===== config.mk =====
export PLATFORM = sky130hd
export DESIGN_NAME = pipeline_hazard_ctrl
export DESIGN_NICKNAME = d
export VERILOG_FILES = /design/src/rtl/pipeline_hazard_ctrl.sv
export SDC_FILE = /design/constraint.sdc
export NUM_CORES = 1
export LEC_CHECK = 0
export ABC_AREA = 1
export CELL_PAD_IN_SITES_DETAIL_PLACEMENT = 0
export CELL_PAD_IN_SITES_GLOBAL_PLACEMENT = 1
export CORE_MARGIN = 3
export CORE_UTILIZATION = 25
export CTS_BUF_LIST = sky130_fd_sc_hd__clkbuf_16
export DETAILED_ROUTE_END_ITERATION = 6
export GPL_ROUTABILITY_DRIVEN = 0
export HOLD_SLACK_MARGIN = 0.1
export PLACE_DENSITY_LB_ADDON = 0.08
export SETUP_SLACK_MARGIN = 0.02
export SYNTH_ARGS = -nofsm -noshare
export SYNTH_HDL_FRONTEND = slang
export SYNTH_SLANG_ARGS = --single-unit

===== constraint.sdc =====
create_clock -name clk -period 6.61 [get_ports clk]
set_input_delay 1.983 -clock clk [delete_from_list [all_inputs] [get_ports clk]]
set_output_delay 1.983 -clock clk [all_outputs]
set_load 0.03 [all_outputs]

===== src/rtl/pipeline_hazard_ctrl.sv =====
// Hazard controller for a 5-stage pipeline: load-use stalls, redirect flushes,
// data-memory wait handling with timeout, operand forwarding and event counters.
module pipeline_hazard_ctrl #(
    parameter int MEM_TIMEOUT = 255,
    parameter int CNT_W       = 32
) (
    input  logic             clk,
    input  logic             rst_n,
    input  logic [4:0]       id_rs1,
    input  logic [4:0]       id_rs2,
    input  logic             id_rs1_used,
    input  logic             id_rs2_used,
    input  logic [4:0]       ex_rs1,
    input  logic [4:0]       ex_rs2,
    input  logic [4:0]       ex_rd,
    input  logic             ex_RegWEn,
    input  logic             ex_is_load,
    input  logic             ex_PC_Sel,
    input  logic [4:0]       mem_rd,
    input  logic             mem_RegWEn,
    input  logic [4:0]       wb_rd,
    input  logic             wb_RegWEn,
    input  logic             dmem_req,
    input  logic             dmem_ready,
    output logic             stall_pc,
    output logic             stall_ifid,
    output logic             stall_idex,
    output logic             stall_exmem,
    output logic             flush_ifid,
    output logic             flush_idex,
    output logic             flush_memwb,
    output logic [1:0]       fwd_a,
    output logic [1:0]       fwd_b,
    output logic             mem_err,
    output logic [CNT_W-1:0] stall_cnt,
    output logic [CNT_W-1:0] flush_cnt
);

    localparam int WCW = (MEM_TIMEOUT < 1) ? 1 : $clog2(MEM_TIMEOUT + 1);
    localparam logic [WCW-1:0] TIMEOUT_V = WCW'(MEM_TIMEOUT);

    typedef enum logic [1:0] {
        RUN      = 2'd0,
        MEM_WAIT = 2'd1,
        ERR      = 2'd2
    } state_e;

    state_e           state_q, state_d;
    logic [WCW-1:0]   wait_cnt_q, wait_cnt_d;
    logic [WCW-1:0]   wait_nxt_s;
    logic             mem_err_q, mem_err_d;
    logic [CNT_W-1:0] stall_cnt_q, stall_cnt_d;
    logic [CNT_W-1:0] flush_cnt_q, flush_cnt_d;
    logic             mem_busy_s;
    logic             load_use_s;

    // MEM result outranks WB; x0 is never a forwarding source.
    function automatic logic [1:0] fwd_sel(
        input logic [4:0] rs,
        input logic [4:0] m_rd,
        input logic       m_we,
        input logic [4:0] w_rd,
        input logic       w_we
    );
        if (m_we && (m_rd != 5'd0) && (m_rd == rs)) begin
            return 2'b10;
        end else if (w_we && (w_rd != 5'd0) && (w_rd == rs)) begin
            return 2'b01;
        end else begin
            return 2'b00;
        end
    endfunction

    // Hazard detection and stall/flush priority (memory wait > redirect > load-use).
    always_comb begin
        mem_busy_s  = dmem_req & ~dmem_ready;
        load_use_s  = ex_is_load & ex_RegWEn & (ex_rd != 5'd0) &
                      ((id_rs1_used & (id_rs1 == ex_rd)) |
                       (id_rs2_used & (id_rs2 == ex_rd)));
        stall_pc    = 1'b0;
        stall_ifid  = 1'b0;
        stall_idex  = 1'b0;
        stall_exmem = 1'b0;
        flush_ifid  = 1'b0;
        flush_idex  = 1'b0;
        flush_memwb = 1'b0;
        if (!rst_n) begin
            stall_pc = 1'b0;
        end else if ((state_q == ERR) || mem_busy_s) begin
            stall_pc    = 1'b1;
            stall_ifid  = 1'b1;
            stall_idex  = 1'b1;
            stall_exmem = 1'b1;
            flush_memwb = 1'b1;
        end else if (ex_PC_Sel) begin
            flush_ifid = 1'b1;
            flush_idex = 1'b1;
        end else if (load_use_s) begin
            stall_pc   = 1'b1;
            stall_ifid = 1'b1;
            flush_idex = 1'b1;
        end else begin
            stall_pc = 1'b0;
        end
    end

    // Operand forwarding selects, forced to regfile while in reset.
    always_comb begin
        fwd_a = 2'b00;
        fwd_b = 2'b00;
        if (rst_n) begin
            fwd_a = fwd_sel(ex_rs1, mem_rd, mem_RegWEn, wb_rd, wb_RegWEn);
            fwd_b = fwd_sel(ex_rs2, mem_rd, mem_RegWEn, wb_rd, wb_RegWEn);
        end else begin
            fwd_a = 2'b00;
            fwd_b = 2'b00;
        end
    end

    // Memory-wait FSM next state, wait counter, sticky error and event counters.
    always_comb begin
        state_d     = state_q;
        wait_cnt_d  = wait_cnt_q;
        wait_nxt_s  = (wait_cnt_q == TIMEOUT_V) ? wait_cnt_q : (wait_cnt_q + WCW'(1));
        case (state_q)
            RUN: begin
                wait_cnt_d = '0;
                if (mem_busy_s) begin
                    state_d = MEM_WAIT;
                end else begin
                    state_d = RUN;
                end
            end
            MEM_WAIT: begin
                if (dmem_ready) begin
                    state_d    = RUN;
                    wait_cnt_d = '0;
                end else begin
                    wait_cnt_d = wait_nxt_s;
                    // The cycle that brings the count to the limit is the last one tolerated.
                    if (wait_nxt_s == TIMEOUT_V) begin
                        state_d = ERR;
                    end else begin
                        state_d = MEM_WAIT;
                    end
                end
            end
            ERR: begin
                state_d = ERR;
            end
            default: begin
                state_d    = RUN;
                wait_cnt_d = '0;
            end
        endcase
        mem_err_d   = mem_err_q | (state_d == ERR);
        stall_cnt_d = stall_pc   ? (stall_cnt_q + CNT_W'(1)) : stall_cnt_q;
        flush_cnt_d = flush_ifid ? (flush_cnt_q + CNT_W'(1)) : flush_cnt_q;
    end

    // State and counter registers.
    always_ff @(posedge clk or negedge rst_n) begin
        if (!rst_n) begin
            state_q     <= RUN;
            wait_cnt_q  <= '0;
            mem_err_q   <= 1'b0;
            stall_cnt_q <= '0;
            flush_cnt_q <= '0;
        end else begin
            state_q     <= state_d;
            wait_cnt_q  <= wait_cnt_d;
            mem_err_q   <= mem_err_d;
            stall_cnt_q <= stall_cnt_d;
            flush_cnt_q <= flush_cnt_d;
        end
    end

    assign mem_err   = mem_err_q;
    assign stall_cnt = stall_cnt_q;
    assign flush_cnt = flush_cnt_q;

endmodule


==> impl_metrics.ini <==
[power_and_ir_drop]
pwr-share-seq = 0.381
switching_share = 0.3438
peakVddDrop_uv = 120.3
powerDensity_nw_per_um2 = 212.2
clockPowerShare = 0.353
leakage_nw = 3.142
power.internal_mw = 0.9926
p_sw_mw = 0.5200
pwr-share-comb = 0.266

[cells_and_area]
diodes = 0
nFillCells = 2241
drive_above_1_share = 0.03590
layout.cells.non_filler = 1217
nNetsFinal = 992
utilization = 0.3456
area_growth_pct = 33.64

[die]
core_area_um2 = 20620
initial_utilization = 0.2586
rows = 52
die_x_um = 152.1
boundaryPins = 122
die_area_um2 = 23120
die_h_um = 152.1

[synth]
synthFlopType = dfrtp_1
synth_top_cell_by_area = dfrtp_1
syn_nets = 871
yosys_warnings = 0
synth_edf_count = 0
synth_common_cells = nand2_1, nor2_1, nand3_1, inv_1, dfrtp_1
netlist_area_um2 = 5334
yosysSeqAreaShare = 0.3519
syn_avg_cell_area_um2 = 6.489
synth.most_common_cell = nand2_1
synthDominantCellAreaShare = 0.3519
synth_seq_cells = 75
synthTopCellsByArea = dfrtp_1, nand2_1, nand3_1
ys_types = 30
async_flop_share = 1.000
synthCells = 822

[timing]
fmax_ghz = 0.1674
min_period_ns = 5.973
holdWs_ns = 0.4848
hold_violations = 0
relSlewSlack = 0.3735
fin_skew_ns = 0.01190
setup_tns_ns = 0
setup_viol = 0
worst_pin_slew_ns = 0.9398
slew_violations = 0
period_share = 0.9036
rsz0062_at_grt = false
fin_ws_ns = 0.6374

[placed_design]
hpwlAfterDp_um = 13680
dp_slack_ns = 0.6155
port_buffers = 121
dp_cells = 1202

[route]
vias = 5392
first_pass_iters = 4
ant_nets = 0
route.detailed.drc = 0
wl_per_cell_um = 14.65
vias_per_cell = 4.431
drt-total-wl_um = 17830
first_iter_violations = 210

[flow_run]
max_cap_viol_count = 0

[clock_tree]
clk_latency_ns = 0.34
cts_tree = done
clk_pin_slew_ns = 0.05
cts_resized = 0
cts_buffers = 9
clockRootBuffer = clkbuf_16
clk_path_buf_depth = 2
post_cts_buffers = 0
htreeDepth = 3
cts.sinks = 75
holdBufCountCts = 0

[run_status]
status = complete, no violations

[critical_path]
startpoint = mem_rd[0]
path_cells = clkdlybuf4s50_1 > nor2_1 > nand2_1 > o21ai_0 > nor3_1 > nor3_1 > clkdlybuf4s50_1
cp_slowest_stage_delay_ns = 0.70
required_ns = 4.63
arrival_ns = 3.99
worstReg2RegStart = flush_cnt[0]
crit_fanout = 4
path_class = input port to primary output
setup.worst_path.end_class = primary output
startpoint_type = input port
crit_slowest_cell = clkdlybuf4s50_1

[hold_path]
min_path_type = flip-flop to flip-flop
worstHoldStart = mem_err

[grt]
antenna_found_initial = 0
grt_max_degree = 70
overflow = 0
grt_pass1_vias = 5431
grt_pass1_wl_um = 29070
track_usage = 0.1549
## path summary, 6_finish.rpt
path	to	slack, ns	cells past startpoint
worst max-delay path	fwd_b[0]	0.64	7
max in group asynchronous	flush_cnt[10]	4.00	2
worst max register to register	flush_cnt[16]	4.50	5
worst min-delay path	mem_err	0.48	2
min in group asynchronous	wait_cnt_q[6]	1.47	1
worst min register to register	mem_err	0.48	2
## kinds of logic (layout without fill, tap and decap cells)
logic type,count (synthesis),after routing,synth area share
adders and majority gates,3,3,0.007038
buffers and inverters,95,220,0.07319
DFF,75,75,0.3519
and+or+nand+nor,566,566,0.4516
AOI/OAI and AO/OA,33,33,0.03425
xor gates and xnor gates,50,50,0.08210
## registers in the layout (all words and copies together), names as in the netlist
signal,cells
mem_err,1
state_q,2
flush_cnt,32
wait_cnt_q,8
stall_cnt,32
## layer usage
layer / share of wire / up-vias / global-route usage
li1: - / 2853 / -
met1: 0.47 / 2426 / 0.2057
met2: 0.48 / 105 / 0.2616
met3: 0.045 / 8 / 0.03385
met4: 0.0068 / 0 / 0.02954
met5: 0 / - / 0
## final cells by class
cell class / instances / area (um2) / share of cell area
inverter: 78 / 292.8 / 0.04107
timing repair buffer: 127 / 1246 / 0.1748
tap: 270 / 337.8 / 0.04739
sequential: 75 / 1877 / 0.2633
clock buffer: 9 / 225.2 / 0.03160
multi-input combinational: 652 / 3067 / 0.4302
clock inverter: 6 / 82.58 / 0.01159
## critical path: cells and delay by family
kind | cells | cell delay, ns
compound gates | 1 | 0.34
buf+inv | 2 | 1.17
simple gates | 4 | 0.49
## power groups by stage
stage               Combinational, mW  Sequential [mW]  Clock, mW
floorplan                       0.154            0.649          0
global placement                0.410            0.587          0
detailed placement              0.409            0.586          0
CTS                             0.410            0.579      0.558
global route                    0.444            0.589      0.574
finish                          0.403            0.576      0.534
## metrics by stage
| step | power, mW | cell area, um2 |
|---|---|---|
| final | 1.513 | 7128 |
| after floorplan | 0.8023 | 5334 |
| after CTS | 1.546 | 7128 |
| after global routing | 1.607 | 7128 |
| after detailed placement | 0.9947 | 6820 |
| after global placement | 0.9974 | 6820 |
## placed cells by master, fill, tap and decap left out
cell             netlist  routed
nor4_1                 2       2
inv_1                 77      78
xnor2_1               21      21
nand3_1               85      85
o22ai_1                4       4
clkinv_4               0       1
clkinv_2               0       2
nor3_4                 2       2
nand4_1               17      17
clkdlybuf4s50_1        0     117
nor2_2                 1       1
xor2_1                29      29
nand3_2                1       1
nor2_4                 1       1
nand3b_1              11      11
nand2_1              314     314
inv_2                  1       1
o21ai_0               20      20
buf_4                  7      10
ha_1                   3       3
a21boi_0               1       1
a21oi_1                3       3
or3_1                  1       1
o21bai_1               1       1
dfrtp_1               75      75
o21ai_1                1       1
clkbuf_16              0       9
nor2_1               102     102
a211oi_1               3       3
bufinv_16              0       2
nor3_1                25      25
nor3_2                 1       1
nand2_2                3       3
Power figures use the tool's default switching activity.
